$ cat config.mk
export PLATFORM = sky130hd
export DESIGN_NAME = imem_bank_flat
export DESIGN_NICKNAME = d
export VERILOG_FILES = /design/src/rtl/imem_pkg.sv /design/src/rtl/imem_if.sv /design/src/rtl/imem_decode.sv /design/src/rtl/imem_bank.sv /design/src/flat_wrapper.sv
export SDC_FILE = /design/constraint.sdc
export NUM_CORES = 1
export LEC_CHECK = 0
export ABC_CLOCK_PERIOD_IN_PS = 2700
export BUFFER_PORTS_ARGS = -buffer_cell sky130_fd_sc_hd__buf_2
export CAP_MARGIN = 20
export CORE_UTILIZATION = 54
export DETAILED_ROUTE_END_ITERATION = 7
export GPL_TIMING_DRIVEN = 1
export HOLD_SLACK_MARGIN = 0.1
export PLACE_DENSITY = 0.76
export REMOVE_ABC_BUFFERS = 1
export SLEW_MARGIN = 10
export SYNTH_ARGS = -nofsm -noshare
export SYNTH_HDL_FRONTEND = slang
export SYNTH_HIERARCHICAL = 1
export SYNTH_SLANG_ARGS = --single-unit
$ cat constraint.sdc
create_clock -name clk -period 2.7 [get_ports clk]
set_input_delay 0.54 -clock clk [delete_from_list [all_inputs] [get_ports clk]]
set_output_delay 0.54 -clock clk [all_outputs]
set_load 0.005 [all_outputs]
$ cat src/rtl/imem_pkg.sv
// Shared constants, types and helpers for the instruction memory bank
// and its decoder.
package imem_pkg;

  localparam logic [31:0] NOP = 32'h0000_0013;

  localparam logic [6:0] OP_R     = 7'b0110011;
  localparam logic [6:0] OP_IMM   = 7'b0010011;
  localparam logic [6:0] OP_LOAD  = 7'b0000011;
  localparam logic [6:0] OP_JALR  = 7'b1100111;
  localparam logic [6:0] OP_SYS   = 7'b1110011;
  localparam logic [6:0] OP_STORE = 7'b0100011;
  localparam logic [6:0] OP_BR    = 7'b1100011;
  localparam logic [6:0] OP_LUI   = 7'b0110111;
  localparam logic [6:0] OP_AUIPC = 7'b0010111;
  localparam logic [6:0] OP_JAL   = 7'b1101111;

  typedef logic [5:0] itype_t;

  localparam int IT_R = 0;
  localparam int IT_I = 1;
  localparam int IT_S = 2;
  localparam int IT_B = 3;
  localparam int IT_U = 4;
  localparam int IT_J = 5;

  typedef enum logic {
    ST_INIT,
    ST_RUN
  } state_t;

  // jal x0 back to word 0 from the last word of a depth-entry store
  function automatic logic [31:0] jal_to_zero(int depth);
    logic [20:0] off;
    off = 21'(-(depth - 1) * 4);
    return {off[20], off[10:1], off[11],
            off[19:12], 5'd0, OP_JAL};
  endfunction

endpackage

$ cat src/rtl/imem_if.sv
// Fetch, decode and logic-analyzer signals of the instruction bank.
// The bank uses the slave modport, its driver the master modport.
interface imem_if #(
  parameter int XLEN  = 32,
  parameter int DEPTH = 16
);
  localparam int ADDR_W = $clog2(DEPTH);

  logic              fetch_req;
  logic [XLEN-1:0]   pc;
  logic              fetch_ready;
  logic              fetch_valid;
  logic              fetch_fault;
  logic [31:0]       instr;
  logic [5:0]        instruction_type;
  logic [6:0]        opcode;
  logic [4:0]        rd;
  logic [4:0]        rs1;
  logic [4:0]        rs2;
  logic [2:0]        funct3;
  logic [6:0]        funct7;
  logic [XLEN-1:0]   immediate;
  logic              la_wr_valid;
  logic              la_wr_ready;
  logic [ADDR_W-1:0] la_addr;
  logic [31:0]       la_wdata;
  logic [31:0]       la_rd_data;
  logic              la_reinit;
  logic              busy;

  modport master (
    output fetch_req, pc, la_wr_valid,
           la_addr, la_wdata, la_reinit,
    input  fetch_ready, fetch_valid,
           fetch_fault, instr,
           instruction_type, opcode, rd,
           rs1, rs2, funct3, funct7,
           immediate, la_wr_ready,
           la_rd_data, busy
  );

  modport slave (
    input  fetch_req, pc, la_wr_valid,
           la_addr, la_wdata, la_reinit,
    output fetch_ready, fetch_valid,
           fetch_fault, instr,
           instruction_type, opcode, rd,
           rs1, rs2, funct3, funct7,
           immediate, la_wr_ready,
           la_rd_data, busy
  );

endinterface

$ cat src/rtl/imem_decode.sv
// Combinational RV32 field, format and immediate decode of one
// instruction word.
module imem_decode
  import imem_pkg::*;
#(
  parameter int XLEN = 32
) (
  input  logic [31:0]     instr,
  output itype_t          itype,
  output logic [6:0]      opcode,
  output logic [4:0]      rd,
  output logic [4:0]      rs1,
  output logic [4:0]      rs2,
  output logic [2:0]      funct3,
  output logic [6:0]      funct7,
  output logic [XLEN-1:0] imm
);

  logic [31:0] imm32;

  assign opcode = instr[6:0];
  assign rd     = instr[11:7];
  assign funct3 = instr[14:12];
  assign rs1    = instr[19:15];
  assign rs2    = instr[24:20];
  assign funct7 = instr[31:25];

  always_comb begin
    itype = '0;
    unique case (instr[6:0])
      OP_R:     itype[IT_R] = 1'b1;
      OP_IMM,
      OP_LOAD,
      OP_JALR,
      OP_SYS:   itype[IT_I] = 1'b1;
      OP_STORE: itype[IT_S] = 1'b1;
      OP_BR:    itype[IT_B] = 1'b1;
      OP_LUI,
      OP_AUIPC: itype[IT_U] = 1'b1;
      OP_JAL:   itype[IT_J] = 1'b1;
      default:  itype = '0;
    endcase
  end

  always_comb begin
    imm32 = '0;
    unique case (1'b1)
      itype[IT_I]:
        imm32 = {{20{instr[31]}}, instr[31:20]};
      itype[IT_S]:
        imm32 = {{20{instr[31]}},
                 instr[31:25], instr[11:7]};
      itype[IT_B]:
        imm32 = {{19{instr[31]}}, instr[31],
                 instr[7], instr[30:25],
                 instr[11:8], 1'b0};
      itype[IT_U]:
        imm32 = {instr[31:12], 12'h000};
      itype[IT_J]:
        imm32 = {{11{instr[31]}}, instr[31],
                 instr[19:12], instr[20],
                 instr[30:21], 1'b0};
      default:
        imm32 = '0;
    endcase
  end

  assign imm = XLEN'($signed(imm32));

endmodule

$ cat src/rtl/imem_bank.sv
// Instruction memory bank: self-initialising program store with a
// fetch port, fault detection and a logic-analyzer load port.
module imem_bank
  import imem_pkg::*;
#(
  parameter int XLEN  = 32,
  parameter int DEPTH = 16
) (
  input logic   clk,
  input logic   rst,
  imem_if.slave bus
);

  localparam int ADDR_W = $clog2(DEPTH);
  localparam logic [ADDR_W-1:0] LAST =
    ADDR_W'(DEPTH - 1);
  localparam logic [31:0] JAL0 = jal_to_zero(DEPTH);

  logic [31:0] mem [DEPTH];

  state_t            state_q, state_d;
  logic [ADDR_W-1:0] idx_q, idx_d;
  logic              valid_q, valid_d;
  logic              fault_q, fault_d;
  logic [31:0]       instr_q, instr_d;
  logic [31:0]       la_rd_q, la_rd_d;

  logic              run;
  logic              fetch_go;
  logic              pc_bad;
  logic [ADDR_W-1:0] fetch_idx;
  logic              mem_we;
  logic [ADDR_W-1:0] mem_waddr;
  logic [31:0]       mem_wdata;

  assign run       = state_q == ST_RUN;
  assign fetch_go  = bus.fetch_req & run;
  assign fetch_idx = bus.pc[ADDR_W+1:2];
  assign pc_bad    =
    (bus.pc[1:0] != 2'b00) |
    (bus.pc[XLEN-1:2] >= (XLEN-2)'(DEPTH));

  always_comb begin
    state_d   = state_q;
    idx_d     = idx_q;
    valid_d   = fetch_go;
    fault_d   = fetch_go & pc_bad;
    instr_d   = instr_q;
    la_rd_d   = la_rd_q;
    mem_we    = 1'b0;
    mem_waddr = bus.la_addr;
    mem_wdata = bus.la_wdata;
    unique case (state_q)
      ST_INIT: begin
        mem_we    = 1'b1;
        mem_waddr = idx_q;
        mem_wdata = (idx_q == LAST) ? JAL0 : NOP;
        idx_d     = idx_q + 1'b1;
        if (idx_q == LAST) state_d = ST_RUN;
      end
      ST_RUN: begin
        mem_we  = bus.la_wr_valid;
        la_rd_d = mem[bus.la_addr];
        if (bus.la_reinit) begin
          state_d = ST_INIT;
          idx_d   = '0;
        end
      end
      default: state_d = ST_INIT;
    endcase
    // memory reads see the pre-write word on a same-cycle collision
    if (fetch_go)
      instr_d = pc_bad ? NOP : mem[fetch_idx];
  end

  always_ff @(posedge clk or posedge rst) begin
    if (rst) begin
      state_q <= ST_INIT;
      idx_q   <= '0;
      valid_q <= 1'b0;
      fault_q <= 1'b0;
      instr_q <= NOP;
      la_rd_q <= '0;
    end else begin
      state_q <= state_d;
      idx_q   <= idx_d;
      valid_q <= valid_d;
      fault_q <= fault_d;
      instr_q <= instr_d;
      la_rd_q <= la_rd_d;
    end
  end

  always_ff @(posedge clk) begin
    if (mem_we) mem[mem_waddr] <= mem_wdata;
  end

  itype_t          dec_type;
  logic [6:0]      dec_opcode;
  logic [4:0]      dec_rd;
  logic [4:0]      dec_rs1;
  logic [4:0]      dec_rs2;
  logic [2:0]      dec_funct3;
  logic [6:0]      dec_funct7;
  logic [XLEN-1:0] dec_imm;

  imem_decode #(.XLEN(XLEN)) u_decode (
    .instr  (instr_q),
    .itype  (dec_type),
    .opcode (dec_opcode),
    .rd     (dec_rd),
    .rs1    (dec_rs1),
    .rs2    (dec_rs2),
    .funct3 (dec_funct3),
    .funct7 (dec_funct7),
    .imm    (dec_imm)
  );

  assign bus.fetch_ready      = run;
  assign bus.la_wr_ready      = run;
  assign bus.busy             = ~run;
  assign bus.fetch_valid      = valid_q;
  assign bus.fetch_fault      = fault_q;
  assign bus.instr            = instr_q;
  assign bus.la_rd_data       = la_rd_q;
  assign bus.instruction_type = dec_type;
  assign bus.opcode           = dec_opcode;
  assign bus.rd               = dec_rd;
  assign bus.rs1              = dec_rs1;
  assign bus.rs2              = dec_rs2;
  assign bus.funct3           = dec_funct3;
  assign bus.funct7           = dec_funct7;
  assign bus.immediate        = dec_imm;

endmodule
$ cat src/flat_wrapper.sv
// flat-port wrapper written by rule: the top's interface ports become plain ports
module imem_bank_flat import imem_pkg::*;
#(
  parameter int XLEN  = 32,
  parameter int DEPTH = 16
)
  (clk, rst, bus_fetch_req, bus_pc, bus_la_wr_valid, bus_la_addr, bus_la_wdata, bus_la_reinit, bus_fetch_ready, bus_fetch_valid, bus_fetch_fault, bus_instr, bus_instruction_type, bus_opcode, bus_rd, bus_rs1, bus_rs2, bus_funct3, bus_funct7, bus_immediate, bus_la_wr_ready, bus_la_rd_data, bus_busy);
  imem_if #(.XLEN(XLEN), .DEPTH(DEPTH)) bus_i ();
  input logic clk;
  input logic rst;
  input wire logic [$bits(bus_i.fetch_req)-1:0] bus_fetch_req;
  input wire logic [$bits(bus_i.pc)-1:0] bus_pc;
  input wire logic [$bits(bus_i.la_wr_valid)-1:0] bus_la_wr_valid;
  input wire logic [$bits(bus_i.la_addr)-1:0] bus_la_addr;
  input wire logic [$bits(bus_i.la_wdata)-1:0] bus_la_wdata;
  input wire logic [$bits(bus_i.la_reinit)-1:0] bus_la_reinit;
  output wire logic [$bits(bus_i.fetch_ready)-1:0] bus_fetch_ready;
  output wire logic [$bits(bus_i.fetch_valid)-1:0] bus_fetch_valid;
  output wire logic [$bits(bus_i.fetch_fault)-1:0] bus_fetch_fault;
  output wire logic [$bits(bus_i.instr)-1:0] bus_instr;
  output wire logic [$bits(bus_i.instruction_type)-1:0] bus_instruction_type;
  output wire logic [$bits(bus_i.opcode)-1:0] bus_opcode;
  output wire logic [$bits(bus_i.rd)-1:0] bus_rd;
  output wire logic [$bits(bus_i.rs1)-1:0] bus_rs1;
  output wire logic [$bits(bus_i.rs2)-1:0] bus_rs2;
  output wire logic [$bits(bus_i.funct3)-1:0] bus_funct3;
  output wire logic [$bits(bus_i.funct7)-1:0] bus_funct7;
  output wire logic [$bits(bus_i.immediate)-1:0] bus_immediate;
  output wire logic [$bits(bus_i.la_wr_ready)-1:0] bus_la_wr_ready;
  output wire logic [$bits(bus_i.la_rd_data)-1:0] bus_la_rd_data;
  output wire logic [$bits(bus_i.busy)-1:0] bus_busy;
  assign bus_i.fetch_req = bus_fetch_req;
  assign bus_i.pc = bus_pc;
  assign bus_i.la_wr_valid = bus_la_wr_valid;
  assign bus_i.la_addr = bus_la_addr;
  assign bus_i.la_wdata = bus_la_wdata;
  assign bus_i.la_reinit = bus_la_reinit;
  assign bus_fetch_ready = bus_i.fetch_ready;
  assign bus_fetch_valid = bus_i.fetch_valid;
  assign bus_fetch_fault = bus_i.fetch_fault;
  assign bus_instr = bus_i.instr;
  assign bus_instruction_type = bus_i.instruction_type;
  assign bus_opcode = bus_i.opcode;
  assign bus_rd = bus_i.rd;
  assign bus_rs1 = bus_i.rs1;
  assign bus_rs2 = bus_i.rs2;
  assign bus_funct3 = bus_i.funct3;
  assign bus_funct7 = bus_i.funct7;
  assign bus_immediate = bus_i.immediate;
  assign bus_la_wr_ready = bus_i.la_wr_ready;
  assign bus_la_rd_data = bus_i.la_rd_data;
  assign bus_busy = bus_i.busy;
  imem_bank #(.XLEN(XLEN), .DEPTH(DEPTH)) u_core (.clk(clk), .rst(rst), .bus(bus_i));
endmodule
* Yosys cells after proc, flatten, opt, wreduce, memory -nomap -nowiden
Memory sizes are Yosys's and may differ from the RTL's. A register that Yosys moved wholly into a read port is not among the register bits.
Index checks and enable logic that the tools add are counted.
W data, S select, Z words.
** Word-level totals
- Register bits :: 39
- RAM bits :: 512
- Input bits :: 73
- Output and inout port bits :: 139
- Word-level logic and storage cells :: 46
- Memories :: 1
** Cells by class
- $add $sub $neg :: 1
- Magnitude comparators :: 1
- Equality and inequality tests :: 12
- Multiplexer cells :: 19
- Bitwise operators :: 4
- Reduce and logical (&&, ||, !) cells :: 3
** Memory list
- u_core.mem :: depth 16, bits a word 32, read ports 2, clocked after memory_dff 1, wr ports 1, RTL line imem_bank.sv:19 : logic [31:0] mem [DEPTH];
** Operators by type and width (count)
- $pmux W32 S5 :: 1
- $mux W32 :: 3
- $ge A30 B5 Y1 const B :: 1
- $eq A7 B7 Y1 const B :: 4
- $eq A7 B6 Y1 const B :: 3
- $eq A7 B5 Y1 const B :: 2
- $mux W1 :: 10
- $mux W4 :: 2
- $pmux W4 S2 :: 1
- $eq A7 B2 Y1 const B :: 1
- $add A4 B1 Y4 const B :: 1
- $eq A4 B4 Y1 const B :: 1
- $pmux W1 S2 :: 2
- $reduce_or A4 Y1 :: 1
- $and A1 B1 Y1 :: 2
- $ne A2 B2 Y1 const B :: 1
- $reduce_bool A2 Y1 :: 1
- $reduce_or A2 Y1 :: 1
- $not A1 Y1 :: 1
- $or A1 B1 Y1 :: 1

* Depth between registers and ports, before layout
- Depth in word-level cells :: 4
- Depth in mapped cells :: 7
- Depth with buffers taken out :: 4

* Cells and area by module
The synthesis kept the hierarchy.
** By module, submodules not included
- imem_bank :: times used 1, cells each 1331, area each 26095.0 µm², seq. area each 17155.2 µm²
- imem_decode :: times used 1, cells each 103, area each 763.2 µm², seq. area each 0.0 µm²

* Worst setup path before layout
No wires, ideal clock.
- Path kind :: input -> register
- Start point :: input port bus_la_addr[2]
- End point :: memory u_core.mem[6][0], enable pin
- Setup time :: 0.421 ns
- Arrival time :: 2.858 ns
- Data required time :: 2.279 ns
- Setup slack :: -0.579 ns
- Stages :: 5
- Cell sequence :: clkinv_1 clkbuf_1 buf_2 o32a_1 nor2_1
** Between the ends
- Longest elaborated chain between the ends :: 1
** RTL lines
- start, declared :: RTL line flat_wrapper.sv:14 : input wire logic [$bits(bus_i.la_addr)-1:0] bus_la_addr;
- $mux W4 :: RTL line imem_bank.sv:53 : unique case (state_q)
- end, declared :: RTL line imem_bank.sv:19
No other way between the ends.

* Worst setup path in the final report
- Start point :: register u_core.instr_q[0] (netlist: u_core/bus.instr[0])
- End point :: output port bus_immediate[19]
** Between the ends
- Longest elaborated chain between the ends :: 4
- Elaborated cells on any way between the ends :: 17
- Classes of those cells :: eq/ne (9); mux (6); reduce/logical (2)
** RTL lines
- start, declared :: RTL line imem_bank.sv:25 : logic [31:0] instr_q, instr_d;
- start signal, assigned :: RTL line imem_bank.sv:89 : instr_q <= instr_d;
- $eq A7 B5 Y1, or another cell as far along :: RTL line imem_decode.sv:30 : unique case (instr[6:0])
- $reduce_or A4 Y1 / $reduce_or A2 Y1 (equally long branches) :: RTL line imem_decode.sv:30
- $mux W1 :: RTL line imem_decode.sv:30
- $pmux W32 S5 (*) :: RTL line imem_decode.sv:47 : unique case (1'b1)
- end, declared :: RTL line flat_wrapper.sv:28 : output wire logic [$bits(bus_i.immediate)-1:0] bus_immediate;
Mark *: on every way between the ends. The rest lies on a longest branch, timed or not.

==> impl_metrics.csv <==
group,metric,value,unit
drt,wire_per_inst,32.37,microns
yosys,synth_top_cell_area_share,0.5724,
placed_design,place_ws,0.3063,ns
critical_path,crit_path_max_incr_delay,0.56,ns
critical_path,cp-start-kind,"register",
placed_design,portBuffers,211,
clocking,clk_pin_slew,0.07,ns
yosys,synthMuxAreaShare,0.2389,
yosys,synthFlopType,"edfxtp_1",
yosys,synth_top_cell_by_area,"edfxtp_1",
grt,grt_pass1_vias,16440,
yosys,yosys.area_share.xor_xnor,0.0006522,
timing,fmax,351.4,MHz
drt,highest_layer,"met4",
cells_and_area,area_growth_syn_to_layout,17.80,%
grt,track_usage,0.3098,
drt,first_pass_iters,7,
timing,min_period,2.845,ns
placed_design,finalWeightedCongestion,0.8289,
floorplan,die_x,225.0,microns
critical_path,path_cells,"nand2_2 -> buf_6 -> nor4b_4 -> o21bai_4 -> buf_12 -> a21o_1 -> buf_2",
cells_and_area,final_common_cell,"edfxtp_1",
drt,finalWirelength,77420,microns
floorplan,dieArea,50630,sq um
grt,grt_pass1_wl,111100,microns
critical_path,critPathArrivalTime,2.31,ns
worst_hold_path,hp-class,"primary input to register",
critical_path,crit_type,"register to primary output",
yosys,synth-compound-area-share,0.05716,
critical_path,end_kind,"primary output",
yosys,synthSimpleGateAreaFrac,0.03200,
grt,antenna_found_initial,0,
grt,grt_start_max_net_pins,49,
worst_hold_path,min_delay_path_depth,2,
yosys,yosysWarnings,6,
timing,final.setup.tns,-2.595,ns
drt,drtIter0Drc,1931,
cells_and_area,mostFrequentLayoutCells,"edfxtp_1, mux4_2, buf_2, nand2_1, buf_4",
yosys,synthAdderAreaFrac,0.0004659,
timing,fin_skew,0.02327,ns
yosys,ys_seq_elements,583,
critical_path,ff2ff_path_depth,5,
critical_path,cp_max_fo,5,
yosys,synth_area_per_cell,18.73,sq um
floorplan,row_count,81,
drt,vias_per_cell,6.879,
cells_and_area,nets,1751,
critical_path,path_buf_inv,3,
clocking,numCtsBuffers,59,
flow_run,cap_violations,0,
floorplan,io_pins,212,
yosys,synthTopCellsByArea,"edfxtp_1, mux4_2, dfrtp_1",
timing,rsz0062_at_grt,"true",
pwr,irDropWorstVdd,643.8,uV
drt,vias,16450,
timing,setup_slack,-0.1454,ns
placed_design,place_area,29250,sq um
timing,finalCritPeriodShare,1.054,
cells_and_area,nFillCells,3218,
cells_and_area,drive_gt1_frac,0.4242,
pwr,leakage,0.01176,uW
pwr,power.density,920.2,nW/um^2
timing,setup_viol,27,
grt,grt_overflow_total,0,
floorplan,coreArea,49050,sq um
yosys,synth_edf_count,512,
drt,drtAntennaViolNets,0,
drt,wl_met3,9932,microns
drt,wl_met1,27440,microns
yosys,ys_types,52,
floorplan,start_util,0.5475,
clocking,cts_tree,"yes",
critical_path,path_depth,7,
yosys,synthCells,1434,
clocking,cts_sinks,583,
clocking,clock_path_buffers,3,
critical_path,required,2.16,ns
timing,worst_pin_slew,1.054,ns
timing,report.final.hold_viol_count,0,
timing,slew_viol_final,0,
clocking,insertion_delay,0.64,ns
yosys,synth_top_family_by_area,"multiplexers",
drt,wl_met2,37950,microns
cells_and_area,diodes,0,
cells_and_area,fin_area,31640,sq um
yosys,ys_async_sr_fraction,0.1218,
placed_design,hpwl,46510,microns
yosys,yosysSeqAreaShare,0.6387,
floorplan,die_h,225.0,microns
outcome,violations,"negative setup slack",
clocking,root_buffer,"clkbuf_16",
critical_path,path_delay_family,"flip-flops",
clocking,cts_htree_levels,2,
outcome,status,"complete, but fails checks",
drt,drc,0,
critical_path,cpMaxStageDelayCell,"dfstp_2",
yosys,synth_area,26860,sq um
timing,slew-limit-headroom,0.2975,
## metal layers
metal / vias up / GRT usage
met1: 8564 / 0.4176
met4: 0 / 0.09041
met3: 150 / 0.07484
li1: 6486 / -
met5: - / 0
met2: 1254 / 0.5058
## cells by family after synthesis
kind of cell               count (synthesis)
AOI/OAI and AO/OA                        202
xor gates and xnor gates                   2
adders and majority gates                  1
buffers and inverters                    146
DFF                                      583
muxes                                    321
and+or+nand+nor                          179
## registers in the layout, summed over array words and instances, names as in the netlist
| signal | count |
|---|---|
| u_core/mem | 512 |
| u_core/bus.fetch_valid | 1 |
| u_core/bus.la_rd_data | 32 |
| u_core/bus.fetch_ready | 1 |
| u_core/bus.instr | 32 |
| u_core/bus.fetch_fault | 1 |
| u_core/idx_q | 4 |
## worst paths after layout
kind / slack [ns] / to / start
max in group asynchronous: 1.33 / u_core/bus.instr[2]$_DFFE_PP0P_ / rst
worst max-delay path: -0.15 / bus_immediate[19] / u_core/bus.instr[0]$_DFFE_PP1P_
min in group asynchronous: 0.56 / u_core/idx_q[0]$_DFFE_PP0P_ / rst
worst max register to register: 0.35 / u_core/mem[14][25]$_DFFE_PP_ / u_core/bus.fetch_ready$_DFF_PP0_
worst min register to register: 0.48 / u_core/bus.la_rd_data[7]$_DFFE_PP0P_ / u_core/bus.la_rd_data[7]$_DFFE_PP0P_
worst min-delay path: 0.21 / u_core/idx_q[0]$_DFFE_PP0P_ / bus_la_reinit
## stage by stage
stage          hold WS, ns  cells    util  power [uW]
6_report            0.2113   2392  0.6450       29110
5_1_grt             0.2093   2392  0.6450       29960
4_1_cts             0.1839   2386  0.6424       29020
3_5_place_dp        0.4661   2265  0.5962       20240
3_3_place_gp        0.4586   2265  0.5962       19970
2_1_floorplan       0.4738   1293       -       16740
## power by group
| part | switching [uW] | internal, uW | total (uW) | leakage [uW] |
|---|---|---|---|---|
| Clock | 3580 | 5200 | 8780 | 0.00102 |
| Combinational | 4150 | 2670 | 6810 | 0.00511 |
| Sequential | 936 | 12600 | 13500 | 0.00563 |
| Total | 8670 | 20400 | 29100 | 0.0118 |
## Yosys cell counts, types with 13 or more instances
cell,count
nor2_1,25
a22oi_1,60
buf_6,18
nand2_1,88
a22o_1,33
clkbuf_1,43
o22ai_1,34
dfrtp_1,68
mux2i_1,65
buf_2,28
buf_1,13
buf_4,38
a21o_1,52
mux4_2,256
edfxtp_1,512
and2_1,17
## cell type report
type | count | area (sq um) | share of cell area
clock inverter | 43 | 549.3 | 0.01736
multi-input combinational | 705 | 9081 | 0.2870
inverter | 5 | 21.27 | 0.0006723
timing repair buffer | 323 | 2444 | 0.07723
tap | 664 | 830.8 | 0.02626
sequential | 583 | 17160 | 0.5423
clock buffer | 69 | 1554 | 0.04912
## repair_timing
item | in CTS | in global routing
setup endpoints to repair | 33 | 33
pin swaps | 10 | 11
hold buffers | 1 | 0
cloned | 1 | 1
gates resized for setup | 14 | 26
hold endpoints to repair | 26 | 0
setup buffers | 7 | 8
Note: power is estimated with default switching activity, not from simulation.
